--- config.mk ---
export PLATFORM = sky130hd
export DESIGN_NAME = alu_result_capture_flat
export DESIGN_NICKNAME = d
export VERILOG_FILES = /design/src/rtl/alu_pkg.sv /design/src/rtl/alu_result_capture_if.sv /design/src/rtl/alu_result_capture_settle_timer.sv /design/src/rtl/alu_result_capture.sv /design/src/flat_wrapper.sv
export SDC_FILE = /design/constraint.sdc
export NUM_CORES = 1
export LEC_CHECK = 0
export CAP_MARGIN = 20
export CORE_MARGIN = 10
export CORE_UTILIZATION = 50
export CTS_CLUSTER_DIAMETER = 40
export DETAILED_ROUTE_END_ITERATION = 7
export PLACE_DENSITY_LB_ADDON = 0.1
export SYNTH_ARGS = -nofsm -noshare
export SYNTH_HDL_FRONTEND = slang
export SYNTH_SLANG_ARGS = --single-unit
--- constraint.sdc ---
create_clock -name clock -period 2.3 [get_ports clock]
set_clock_uncertainty 0.2 [all_clocks]
set_input_delay 0.46 -clock clock [delete_from_list [all_inputs] [get_ports clock]]
set_output_delay 0.46 -clock clock [all_outputs]
set_load 0.01 [all_outputs]
--- src/rtl/alu_pkg.sv ---
// Shared definitions for the 4-bit ALU and its result-capture writeback stage.
package alu_pkg;

    localparam int ALU_WIDTH = 4;
    localparam int TIMER_W   = 4;

    localparam logic [2:0] MODE_NOT_A = 3'b000;
    localparam logic [2:0] MODE_ADD   = 3'b001;
    localparam logic [2:0] MODE_AND   = 3'b010;
    localparam logic [2:0] MODE_OR    = 3'b011;
    localparam logic [2:0] MODE_XOR   = 3'b100;
    localparam logic [2:0] MODE_SHL   = 3'b101;
    localparam logic [2:0] MODE_ZERO  = 3'b110;
    localparam logic [2:0] MODE_ONES  = 3'b111;

    typedef enum logic [1:0] {
        IDLE   = 2'd0,
        SETTLE = 2'd1,
        WRITE  = 2'd2
    } cap_state_t;

endpackage

--- src/rtl/alu_result_capture_if.sv ---
// Bus between an ALU sequencer (master) and the result-capture stage (slave).
interface alu_result_capture_if #(
    parameter int WIDTH    = 4,
    parameter int NUM_REGS = 4
);
    localparam int AW = $clog2(NUM_REGS);

    // Handshake: a request is start=1 at a rising edge while busy=0; it is then
    // accepted and dest_addr latched. start while busy=1 is dropped. Completion is
    // a one-cycle done pulse in the cycle after the register write.
    logic             start;
    logic [AW-1:0]    dest_addr;
    logic [WIDTH-1:0] alu_result;
    logic             alu_carry;
    logic             busy;
    logic             done;
    logic [AW-1:0]    rd_addr;
    logic [WIDTH-1:0] rd_data;
    logic             carry_flag;
    logic             zero_flag;

    modport master (
        output start, dest_addr, alu_result, alu_carry, rd_addr,
        input  busy, done, rd_data, carry_flag, zero_flag
    );

    modport slave (
        input  start, dest_addr, alu_result, alu_carry, rd_addr,
        output busy, done, rd_data, carry_flag, zero_flag
    );

endinterface

--- src/rtl/alu_result_capture_settle_timer.sv ---
// Load/decrement/zero-detect counter that times the ALU settle window.
module settle_timer
    import alu_pkg::*;
(
    input  logic               clock,
    input  logic               reset,
    input  logic               load,
    input  logic [TIMER_W-1:0] load_value,
    input  logic               dec,
    output logic               zero
);

    logic [TIMER_W-1:0] count;

    always_ff @(posedge clock or negedge reset) begin
        if (!reset) begin
            count <= '0;
        end else if (load) begin
            count <= load_value;
        end else if (dec && (count != '0)) begin
            count <= count - 1'b1;
        end
    end

    assign zero = (count == '0);

endmodule

--- src/rtl/alu_result_capture.sv ---
// Waits out the ALU settle window after each start, then captures the ALU result
// into a small register file and updates the carry/zero flags.
module alu_result_capture
    import alu_pkg::*;
#(
    parameter int WIDTH         = ALU_WIDTH,
    parameter int NUM_REGS      = 4,
    parameter int SETTLE_CYCLES = 3
) (
    input  logic                 clock,
    input  logic                 reset,
    alu_result_capture_if.slave  bus,
    output cap_state_t           dbg_state
);

    localparam int AW = $clog2(NUM_REGS);
    localparam logic [TIMER_W-1:0] SETTLE_LOAD = TIMER_W'(SETTLE_CYCLES - 1);

    cap_state_t       state_q;
    cap_state_t       state_d;
    logic [AW-1:0]    dest_q;
    logic [WIDTH-1:0] regs [NUM_REGS];
    logic             carry_q;
    logic             zero_q;
    logic             done_q;

    logic             accept;
    logic             write_en;
    logic             timer_dec;
    logic             timer_zero;

    settle_timer u_timer (
        .clock      (clock),
        .reset      (reset),
        .load       (accept),
        .load_value (SETTLE_LOAD),
        .dec        (timer_dec),
        .zero       (timer_zero)
    );

    always_ff @(posedge clock or negedge reset) begin
        if (!reset) begin
            state_q <= IDLE;
        end else begin
            state_q <= state_d;
        end
    end

    always_comb begin
        state_d = state_q;
        case (state_q)
            IDLE:    if (bus.start) state_d = SETTLE;
            SETTLE:  if (timer_zero) state_d = WRITE;
            WRITE:   state_d = IDLE;
            default: state_d = IDLE;
        endcase
    end

    always_comb begin
        accept    = 1'b0;
        write_en  = 1'b0;
        timer_dec = 1'b0;
        bus.busy  = 1'b1;
        case (state_q)
            IDLE: begin
                bus.busy = 1'b0;
                accept   = bus.start;
            end
            SETTLE:  timer_dec = 1'b1;
            WRITE:   write_en  = 1'b1;
            default: bus.busy  = 1'b0;
        endcase
    end

    // The ALU is sampled only on the WRITE edge; settle-window glitches never land.
    always_ff @(posedge clock or negedge reset) begin
        if (!reset) begin
            dest_q  <= '0;
            carry_q <= 1'b0;
            zero_q  <= 1'b0;
            done_q  <= 1'b0;
            for (int i = 0; i < NUM_REGS; i++) begin
                regs[i] <= '0;
            end
        end else begin
            done_q <= write_en;
            if (accept) begin
                dest_q <= bus.dest_addr;
            end
            if (write_en) begin
                regs[dest_q] <= bus.alu_result;
                carry_q      <= bus.alu_carry;
                zero_q       <= (bus.alu_result == '0);
            end
        end
    end

    assign bus.done       = done_q;
    assign bus.rd_data    = regs[bus.rd_addr];
    assign bus.carry_flag = carry_q;
    assign bus.zero_flag  = zero_q;
    assign dbg_state      = state_q;

endmodule

--- src/flat_wrapper.sv ---
// flat-port wrapper written by rule: the top's interface ports become plain ports
module alu_result_capture_flat import alu_pkg::*;
#(
    parameter int WIDTH         = ALU_WIDTH,
    parameter int NUM_REGS      = 4,
    parameter int SETTLE_CYCLES = 3
)
  (clock, reset, dbg_state, bus_start, bus_dest_addr, bus_alu_result, bus_alu_carry, bus_rd_addr, bus_busy, bus_done, bus_rd_data, bus_carry_flag, bus_zero_flag);
  alu_result_capture_if #(.WIDTH(WIDTH), .NUM_REGS(NUM_REGS)) bus_i ();
  input  logic clock;
  input  logic reset;
  output cap_state_t dbg_state;
  input wire logic [$bits(bus_i.start)-1:0] bus_start;
  input wire logic [$bits(bus_i.dest_addr)-1:0] bus_dest_addr;
  input wire logic [$bits(bus_i.alu_result)-1:0] bus_alu_result;
  input wire logic [$bits(bus_i.alu_carry)-1:0] bus_alu_carry;
  input wire logic [$bits(bus_i.rd_addr)-1:0] bus_rd_addr;
  output wire logic [$bits(bus_i.busy)-1:0] bus_busy;
  output wire logic [$bits(bus_i.done)-1:0] bus_done;
  output wire logic [$bits(bus_i.rd_data)-1:0] bus_rd_data;
  output wire logic [$bits(bus_i.carry_flag)-1:0] bus_carry_flag;
  output wire logic [$bits(bus_i.zero_flag)-1:0] bus_zero_flag;
  assign bus_i.start = bus_start;
  assign bus_i.dest_addr = bus_dest_addr;
  assign bus_i.alu_result = bus_alu_result;
  assign bus_i.alu_carry = bus_alu_carry;
  assign bus_i.rd_addr = bus_rd_addr;
  assign bus_busy = bus_i.busy;
  assign bus_done = bus_i.done;
  assign bus_rd_data = bus_i.rd_data;
  assign bus_carry_flag = bus_i.carry_flag;
  assign bus_zero_flag = bus_i.zero_flag;
  alu_result_capture #(.WIDTH(WIDTH), .NUM_REGS(NUM_REGS), .SETTLE_CYCLES(SETTLE_CYCLES)) u_core (.clock(clock), .reset(reset), .bus(bus_i), .dbg_state(dbg_state));
endmodule
==> results.toml <==
[yosys]
synth.top_cell.area_share_pct = 53.3
synthArstFlopShare_pct = 100
synth_commonest_cells = "dfrtp_1 (27), mux2_2 (20), ha_1 (6)"
yosys.cell_types.count = 26
yosysSeqAreaShare_pct = 53.3
synth_largest_area_cell = "dfrtp_1"
synth_nets = 106
ys_ff_latch = 27
synthCells = 88
syn-cell-area_um2 = 1270
yosysMostFrequentCell = "dfrtp_1"
syn_avg_cell_area_um2 = 14.4
synth_edf_count = 0
synthFlopType = "dfrtp_1"
ys_warn_count = 0
synthTopCellsByArea = "dfrtp_1 (53%), mux2_2 (18%), mux4_2 (7.1%)"

[clock_network]
clkTransAtPathRegs_ns = 0.14
cts.sinks = 27
cts_buffers = 3
htree_levels = 1
ctsLongestPathBuffers = 2
clock_latency_ns = 0.32
cts_tree = "built"
cts-root-buf = "clkbuf_4"

[finish]
num-nets-final = 138
drive_above_1_share_pct = 35.3
insertedDiodeCount = 0
regArea_um2 = 676
fill_cells = 184
area_growth_pct = 24.9
multi_input_area_um2 = 573

[worst_setup_path]
r2r_cells = 5
rrSetupSlack_ns = 0.34
crit_path_start_kind = "input pin"
critical-path-top-delay-family = "multiplexers"
cp_data_arrival_time_ns = 1.43
critPathBufInv = 2
regToRegEndpoint = "u_core.dbg_state[0]"
crit_path_cell_trace = "dlygate4sd2_1 > mux4_2 > clkdlybuf4s15_2"
crit_cells = 3
crit_slowest_cell = "mux4_2"
rr_startpoint = "u_core.u_timer.count[0]"
crit_fanout = 2
crit_end = "bus_rd_data[1]"
critPathCaptureType = "output port"
crit_type = "in2out"
crit_start = "bus_rd_addr[1]"
cp.required_ns = 1.64
slowest_delay_ns = 0.49

[die]
die_h_um = 70.4
row_count = 18
start_util_pct = 51.6
die-area_um2 = 4950
fp.dieW_um = 70.4
io_pins = 22
coreArea_um2 = 2450

[pwr]
power_leakage_nw = 0.701
p_total_mw = 1.89
irDropWorstVdd_mv = 0.722
power.density_nw_per_um2 = 1190

[sta]
worst_slew_pin_slew_ns = 0.416
rsz0062_at_grt = "false"
final.setup.worst_slack_ns = 0.207
hold_viol = 0
finalSetupViolations = 0
layout_min_cycle_time_ns = 2.09
maxSlewViolCount = 0
slew_headroom_pct = 72.2
post-route-period-util_pct = 91.0
clock.fmax_mhz = 478
tns_ns = 0

[job]
drv_cap = 0

[grt]
antenna_found_initial = 0
grt_usage_pct = 10.3
grt_max_degree = 28
grt_pass1_vias = 920
grt_pass1_wl_um = 4290
gr-total-overflow = 0

[placement]
place.gp.congestion = 0.766
numPortBuffers = 21
detailedPlace.worstSlack_ns = -0.415
dpl.hpwl_um = 1930

[detailed_routing]
dr_total_vias = 807
post_drt_wl_per_cell_um = 16.7
vias_per_cell = 5.42
dr.pass1.iters = 3
wirelength_um = 2480
drc_errors = 0
drtIter0Drc = 24
ant_nets = 0

[outcome]
status = "finished clean"

[min_path]
hold_path.class = "in2async"
[repair_timing]
item                       4_1_cts  5_1_grt
setup endpoints to repair        5        1
gates cloned                     0        0
pin swaps                        0        0
setup buffers                    2        0
resized for setup               19        1
hold buffers                     0        0
[power by group]
| part | internal (mW) | leakage, nW | switching (mW) |
|---|---|---|---|
| Combinational | 0.512 | 0.357 | 0.348 |
| Clock | 0.0678 | 0.0150 | 0.135 |
| Sequential | 0.694 | 0.329 | 0.129 |
| Total | 1.27 | 0.701 | 0.612 |
[per-stage QoR]
| stage | hold WS [ns] | instances | utilization, % | cell area, um2 |
|---|---|---|---|---|
| after floorplan | -0.0356 | 88 | - | 1270 |
| after global placement | 0.283 | 143 | 62.9 | 1550 |
| after detailed placement | 0.291 | 143 | 62.9 | 1550 |
| after CTS | 0.294 | 149 | 64.4 | 1580 |
| after global routing | 0.303 | 149 | 64.5 | 1580 |
| final | 0.293 | 149 | 64.5 | 1580 |
[logic make-up after synthesis]
group	after synthesis	share of synthesized area, %
AOI/OAI and AO/OA	9	5.03
DFF	27	53.3
and+or+nand+nor	15	7.70
adders and majority gates	6	5.92
buffers and inverters	5	1.48
muxes	26	26.6
[state kept, by name, indices dropped and copies added, names as in the netlist]
register               flops
u_core.bus.zero_flag       1
u_core.dest_q              2
u_core.bus.carry_flag      1
u_core.regs               16
u_core.bus.done            1
u_core.u_timer.count       4
u_core.dbg_state           2
[cells in the final DEF, fill, tap and decap left out]
cell type / synthesis / layout
mux2_2: 20 / 20
a21oi_2: 1 / 1
nand3_1: 1 / 1
clkdlybuf4s15_2: 0 / 1
nor4_1: 1 / 1
mux2i_1: 1 / 1
clkdlybuf4s50_1: 0 / 14
clkbuf_4: 0 / 3
dlygate4sd2_1: 0 / 2
buf_2: 0 / 2
o21a_1: 1 / 1
nand2_1: 4 / 4
and3_2: 1 / 1
nand3b_1: 2 / 2
nor2_1: 1 / 1
nor3b_2: 1 / 1
ha_1: 6 / 6
o21ai_1: 1 / 1
mux4_2: 4 / 4
a21boi_0: 1 / 1
nand4_1: 1 / 1
a21oi_1: 2 / 2
dlymetal6s2s_1: 0 / 1
or3b_4: 1 / 1
a221o_1: 1 / 1
dfrtp_1: 27 / 27
buf_4: 0 / 5
clkbuf_1: 0 / 1
o21ai_0: 1 / 1
nor4b_1: 1 / 1
nor2b_1: 1 / 1
inv_1: 5 / 5
mux2_1: 1 / 1
a211o_2: 1 / 1
buf_6: 0 / 2
[worst min path at each step]
stage	from	cells after the start	slack (ns)	to
2_1_floorplan	reset	0	-0.04	u_core.bus.carry_flag
3_3_place_gp	u_core.regs[4]	1	0.28	u_core.regs[4]
3_5_place_dp	u_core.regs[4]	1	0.29	u_core.regs[4]
4_1_cts	reset	2	0.29	u_core.regs[12]
5_1_grt	reset	2	0.30	u_core.regs[12]
6_report	reset	2	0.29	u_core.regs[13]
[final cells by class]
class / instances / share of cell area, %
Tap cell: 30 / 2.37
Sequential cell: 27 / 42.7
Inverter: 5 / 1.19
Clock buffer: 4 / 1.66
Timing Repair Buffer: 27 / 15.9
Multi-Input combinational cell: 56 / 36.2
[per-layer routing]
| metal | vias up | part of all wire, % | track usage (%) |
|---|---|---|---|
| met5 | - | 0 | 0 |
| met4 | 0 | 1.0 | 3.29 |
| met3 | 4 | 3.6 | 2.40 |
| met2 | 14 | 49 | 17.7 |
| met1 | 401 | 46 | 12.2 |
| li1 | 388 | - | - |
[worst register-to-register path: cells and delay by family, from the launching register on]
kind | cells | cell delay (ns)
flops | 1 | 0.41
simple gates | 1 | 0.43
buf+inv | 1 | 0.12
fa+ha+maj | 1 | 0.21
mux | 1 | 0.33
compound gates | 1 | 0.16
No activity file was read; power rests on OpenSTA's default activity.
